==> src/rtl/ifu_fetch.sv <==
// Instruction fetch unit: owns the PC, issues one outstanding imem request at a time,
// and buffers up to two {pc, inst} pairs for the core behind a valid/ready handshake.
module ifu_fetch #(
    parameter logic [31:0] RESET_PC = 32'h8000_0000
) (
    input  logic        clk,
    input  logic        rst,
    output logic        imem_req_valid,
    input  logic        imem_req_ready,
    output logic [31:0] imem_req_addr,
    input  logic        imem_rsp_valid,
    input  logic [31:0] imem_rsp_data,
    output logic        inst_valid,
    input  logic        inst_ready,
    output logic [31:0] inst,
    output logic [31:0] inst_pc,
    input  logic        redirect_valid,
    input  logic [31:0] redirect_pc
);

    // Handshakes: a transfer happens on a rising edge where valid and ready are both high;
    // request valid may only be withdrawn unaccepted when a redirect arrives.
    typedef enum logic [1:0] {
        ST_REQ   = 2'd0,
        ST_WAIT  = 2'd1,
        ST_FLUSH = 2'd2
    } state_t;

    state_t      state_q, state_d;
    logic [31:0] fetch_pc_q, fetch_pc_d;
    logic [31:0] req_pc_q, req_pc_d;
    logic        pend_q, pend_d;
    logic [1:0]  count_q, count_d;
    logic        rd_ptr_q, rd_ptr_d;
    logic        wr_ptr_q, wr_ptr_d;
    logic [31:0] pc_mem_q [2];
    logic [31:0] pc_mem_d [2];
    logic [31:0] inst_mem_q [2];
    logic [31:0] inst_mem_d [2];

    logic req_fire;
    logic pop;
    logic push;

    assign imem_req_valid = !rst && (state_q == ST_REQ) && (count_q < 2'd2);
    assign imem_req_addr  = fetch_pc_q;
    assign inst_valid     = (count_q != 2'd0);
    assign inst           = inst_mem_q[rd_ptr_q];
    assign inst_pc        = pc_mem_q[rd_ptr_q];

    assign req_fire = imem_req_valid && imem_req_ready;
    assign pop      = inst_valid && inst_ready;

    always_comb begin
        state_d    = state_q;
        fetch_pc_d = fetch_pc_q;
        req_pc_d   = req_pc_q;
        pend_d     = pend_q;
        count_d    = count_q;
        rd_ptr_d   = rd_ptr_q;
        wr_ptr_d   = wr_ptr_q;
        pc_mem_d   = pc_mem_q;
        inst_mem_d = inst_mem_q;
        push       = 1'b0;

        case (state_q)
            ST_REQ: begin
                if (req_fire) begin
                    pend_d     = 1'b1;
                    req_pc_d   = fetch_pc_q;
                    fetch_pc_d = fetch_pc_q + 32'd4;
                    state_d    = ST_WAIT;
                end
            end
            ST_WAIT: begin
                if (imem_rsp_valid) begin
                    push    = 1'b1;
                    pend_d  = 1'b0;
                    state_d = ST_REQ;
                end
            end
            ST_FLUSH: begin
                if (imem_rsp_valid) begin
                    pend_d  = 1'b0;
                    state_d = ST_REQ;
                end
            end
            default: state_d = ST_REQ;
        endcase

        if (redirect_valid) begin
            count_d    = 2'd0;
            rd_ptr_d   = 1'b0;
            wr_ptr_d   = 1'b0;
            fetch_pc_d = {redirect_pc[31:2], 2'b00};
            // A response landing in the redirect cycle retires the old request itself,
            // so only a still-unanswered or freshly accepted request needs FLUSH.
            if ((pend_q && !imem_rsp_valid) || req_fire) begin
                state_d = ST_FLUSH;
                pend_d  = 1'b1;
            end else begin
                state_d = ST_REQ;
                pend_d  = 1'b0;
            end
        end else begin
            if (push) begin
                pc_mem_d[wr_ptr_q]   = req_pc_q;
                inst_mem_d[wr_ptr_q] = imem_rsp_data;
                wr_ptr_d             = !wr_ptr_q;
            end
            if (pop) begin
                rd_ptr_d = !rd_ptr_q;
            end
            count_d = count_q + {1'b0, push} - {1'b0, pop};
        end
    end

    always_ff @(posedge clk or posedge rst) begin
        if (rst) begin
            state_q    <= ST_REQ;
            fetch_pc_q <= RESET_PC;
            req_pc_q   <= 32'd0;
            pend_q     <= 1'b0;
            count_q    <= 2'd0;
            rd_ptr_q   <= 1'b0;
            wr_ptr_q   <= 1'b0;
            pc_mem_q   <= '{default: 32'd0};
            inst_mem_q <= '{default: 32'd0};
        end else begin
            state_q    <= state_d;
            fetch_pc_q <= fetch_pc_d;
            req_pc_q   <= req_pc_d;
            pend_q     <= pend_d;
            count_q    <= count_d;
            rd_ptr_q   <= rd_ptr_d;
            wr_ptr_q   <= wr_ptr_d;
            pc_mem_q   <= pc_mem_d;
            inst_mem_q <= inst_mem_d;
        end
    end

endmodule

==> config.mk <==
export PLATFORM = sky130hd
export DESIGN_NAME = ifu_fetch
export DESIGN_NICKNAME = d
export VERILOG_FILES = /design/src/rtl/ifu_fetch.sv
export SDC_FILE = /design/constraint.sdc
export NUM_CORES = 1
export LEC_CHECK = 0
export ABC_AREA = 0
export ABC_CLOCK_PERIOD_IN_PS = 9000
export BUFFER_PORTS_ARGS = -buffer_cell sky130_fd_sc_hd__buf_4
export CAP_MARGIN = 25
export CORE_ASPECT_RATIO = 1.4
export CORE_MARGIN = 8
export CORE_UTILIZATION = 55
export CTS_BUF_LIST = sky130_fd_sc_hd__clkbuf_16
export DETAILED_ROUTE_END_ITERATION = 10
export HOLD_SLACK_MARGIN = 0.06
export PLACE_DENSITY = 0.83
export SLEW_MARGIN = 20
export SYNTH_ARGS = -nofsm -noshare
export SYNTH_HDL_FRONTEND = slang
export SYNTH_SLANG_ARGS = --single-unit
==> constraint.sdc <==
create_clock -name clk -period 9 [get_ports clk]
set_clock_uncertainty 0.05 [all_clocks]
set_input_delay 2.25 -clock clk [delete_from_list [all_inputs] [get_ports clk]]
set_output_delay 2.25 -clock clk [all_outputs]
set_load 0.02 [all_outputs]
# == Word-level counts from Yosys, hierarchy flattened ==
# Cells that the tools add are included.
# word_totals
register_bits,199
mem_bits_ro,0
in_bits,70
elab_cells,79
latchBits,0
output_inout_bits,98
ramBits,0
memories,0
# classes
order_cmp,4
reduce_logical,24
n_div,0
shift,0
eq_ne,4
mul,0
bitwise,3
muxes,30
n_addsub,3
# ops
op,n
two-way mux 32 bit,10
bitwise mux 64 bit,2
adder 32 x 3 -> 32 bit (second input constant),1
demux 32 bit (select 1 bit),1
two-way mux 1 bit,10
two-way mux 2 bit,5
nonzero test 2 bit,5
AND reduction 2 bit,4
logical AND 1 bit,6
>= comparator 2 bit (second input constant),2
logical NOT 1 bit,4
inverter 1 -> 2 bit,2
case mux 2 bit (2 select lines),1
!= test 3 x 1 -> 1 bit (second input constant),1
!= test 3 bit (second input constant),1
AND reduction 3 bit,1
nonzero test 3 bit,1
adder 2 x 1 -> 2 bit,1
equality test 2 x 1 -> 1 bit (second input constant),1
equality test 2 bit (second input constant),1
logical NOT 2 bit,1
< comparator 2 x 1 -> 1 bit (second input constant),1
< comparator 2 bit (second input constant),1
case mux 1 bit (2 select lines),1
4 further kinds,4

# == Depth between registers and ports, before layout ==
# logic_depth
ltp_word,7
depth_mapped,9
mapped_depth_nobuf,7

# == Worst setup path before layout ==
# OpenSTA, ideal clock, no wires.
# synth_path
path_type,input-to-output
startpoint,in rst
endpoint,out imem_req_valid
path_stages,1
setup_slack_ns,3.932
t_arrival_ns,2.768
path_buffers,0
required_ns,6.700
cell_sequence,nor3b_1
# synth_between
elab_chain_len,3
# synth_rtl
item,line,source
"start, declared",7,"input logic rst,"
logical NOT 1 bit (no line),n/a,
logical AND 1 bit (2 in a row),45,assign imem_req_valid = !rst && (state_q == ST_REQ) && (count_q < 2'd2);
"end, declared",8,"output logic imem_req_valid,"
# Every way passes these cells.

# == Final worst setup path ==
# Ends and elaborated chain as after synthesis.

==> flow_metrics.tcl <==
set metrics [dict create \
    antenna_cells 0 \
    yosys-top-cells-area "dfrtp_1 (56%), mux2_2 (25%), nand2_1 (5.6%)" \
    synth.distinct_cells 42 \
    cts.sinks 191 \
    multiInputGateArea_um2 3560 \
    critical_path_class "input pin to primary output" \
    period_minus_slack_ns 5.16 \
    cts_post_setup_buffers_inserted 0 \
    grt_antenna_before_repair 0 \
    synthCells 699 \
    final_cell_mix "dfrtp_1 (189), mux2_2 (186), buf_4 (170)" \
    yosys_warnings 0 \
    drc 0 \
    insertion_delay_ns 0.42 \
    endpoint_kind "primary output" \
    portBuffers 161 \
    seqCellArea_um2 4780 \
    powerDensity_nw_per_um2 277 \
    dieArea_um2 19800 \
    seq_area_frac_synth_pct 56.1 \
    cap_violations 0 \
    start_util_pct 55.3 \
    h-tree-depth 4 \
    fillers 1169 \
    gp_congestion 0.794 \
    status "completed" \
    clk_path_buf_depth 2 \
    cpMostUsedCell "buf_4" \
    worst_setup_path_start_kind "input pin" \
    cpPeakStageDelay_ns 0.26 \
    synth_edf_count 0 \
    grt.overflow.total 0 \
    setup_viol 0 \
    die_w_um 121 \
    cts.root.buffer_cell "clkbuf_16" \
    cts_buffers 17 \
    post_cts_resized 0 \
    vias 5752 \
    crit_buf_inv 2 \
    reg2reg_slack_ns 5.75 \
    synth_async_sr_flop_share_pct 100 \
    grt_pass1_wl_um 31900 \
    crit_chain "buf_4, nor3b_1, buf_4" \
    path_clk_slew_ns 0.07 \
    ant_nets 0 \
    nNetsFinal 925 \
    drv_slew 0 \
    crit_family "buffers and inverters" \
    die_h_um 163 \
    finalHoldViolCount 0 \
    wl_per_cell_um 18.5 \
    fmax_mhz 194 \
    io_pins 168 \
    hpwlAfterDp_um 13400 \
    place_ws_ns 3.78 \
    wirelength_um 19700 \
    row_count 54 \
    synth.avg_cell_area_um2 12.2 \
    grtUsageTotal_pct 20.3 \
    final_common_cell "dfrtp_1" \
    slew_headroom_pct 39.0 \
    cts_tree "yes" \
    syn_area_um2 8520 \
    fin_ws_ns 3.84 \
    cp_max_fo 4 \
    worstMarginPinSlew_ns 0.916 \
    synth-main-ff-cell "dfrtp_1" \
    leakage_nw 5.16 \
    worstPathArrival_ns 2.86 \
    finalSetupTns_ns 0 \
    yosysTopAreaCellShare_pct 55.8 \
    drt_iter0_drc 372 \
    synth_top_area_cell "dfrtp_1" \
    grt_max_degree 131 \
    grt_setup_unrepaired "false" \
    post-route-period-util_pct 57.3 \
    drt-pass1-iter-count 4 \
    area_growth_pct 23.2 \
    layout-drive-gt1-share_pct 45.7 \
    via_per_inst 5.43 \
    critPathSlowestCell "nor3b_1" \
    critPathRequiredTime_ns 6.70 \
    holdCritPathClass "register to register" \
    postCtsHoldBufs 0 \
    grt_pass1_vias 6179 \
    synth-seq-cells 191 \
    placeableCoreArea_um2 15400 \
    vdd_drop_max_v 0.000170 \
]
-- synth_stat cells, types with 2 or more instances --
cell type  count
nand4_1        7
or2_2          2
nor2b_1        3
or3_1          5
nand3_1       14
buf_4          4
xor2_1        14
xnor2_1       14
mux2_2       186
nand2_1      126
a31oi_1        2
inv_1          8
ha_1           4
nor4_1         4
a21oi_1        4
clkbuf_1      34
and3_1         2
o211ai_1       2
o21ai_0       35
nor3_1         9
or4_1          4
nor2_1         7
dfrtp_1      190
-- sequential cells by signal, indices dropped and copies added, names as in the netlist, 2 cells and up --
| register | flops |
|---|---|
| inst_mem_q | 64 |
| pc_mem_q | 60 |
| imem_req_addr | 30 |
| req_pc_q | 30 |
| count_q | 2 |
| state_q | 2 |
-- metal layers --
layer	wire length, um	global-route usage [%]	vias up
met3	901	3.87	21
met4	333	6.75	0
met5	0	0	-
met2	10200	35.2	142
li1	-	-	2701
met1	8210	24.7	2888
-- layout make-up --
cell class / instances / share of cell area (%)
Clock buffer: 17 / 4.06
Clock inverter: 15 / 1.40
Sequential cell: 191 / 45.6
Inverter: 9 / 0.394
Timing Repair Buffer: 171 / 12.3
Multi-Input combinational cell: 461 / 33.9
Tap cell: 196 / 2.34
-- final timing paths --
path,start,endpoint,depth (start not counted)
max,rst,imem_req_valid,3
min,pend_q,pend_q,1
max reg2reg,state_q[0],imem_req_addr[25],8
min reg2reg,pend_q,pend_q,1
max in group asynchronous,rst,rd_ptr_q,3
min in group asynchronous,rst,inst_mem_q[61],2
-- report_power, final --
part           switching (mW)  total, mW  internal (mW)
registers               0.142       1.22           1.07
clock network           0.347      0.739          0.392
logic                   0.470      0.947          0.476
-- per-stage QoR --
step	cell area [um^2]	utilization (%)	hold WS, ns	std cells	power, mW
floorplan	8530	-	0.399	702	1.80
global placement	9910	64.3	0.415	1027	2.16
detailed placement	9920	64.4	0.423	1028	2.19
CTS	10500	68.1	0.440	1060	2.93
global route	10500	68.1	0.464	1060	3.05
finish	10500	68.1	0.439	1060	2.90
-- kinds of logic (layout without fill, tap and decap cells) --
kind of cell               after synthesis  after routing  synth area share, %
other                                    1              4               0.0440
and+or+nand+nor                        192            192                 10.3
xor gates and xnor gates                28             28                 2.88
buffers and inverters                   50            212                 2.41
DFF                                    191            191                 56.1
AOI/OAI and AO/OA                       46             46                 2.89
adders and majority gates                4              4                0.588
muxes                                  187            187                 24.7
Power figures use the tool's default switching activity.
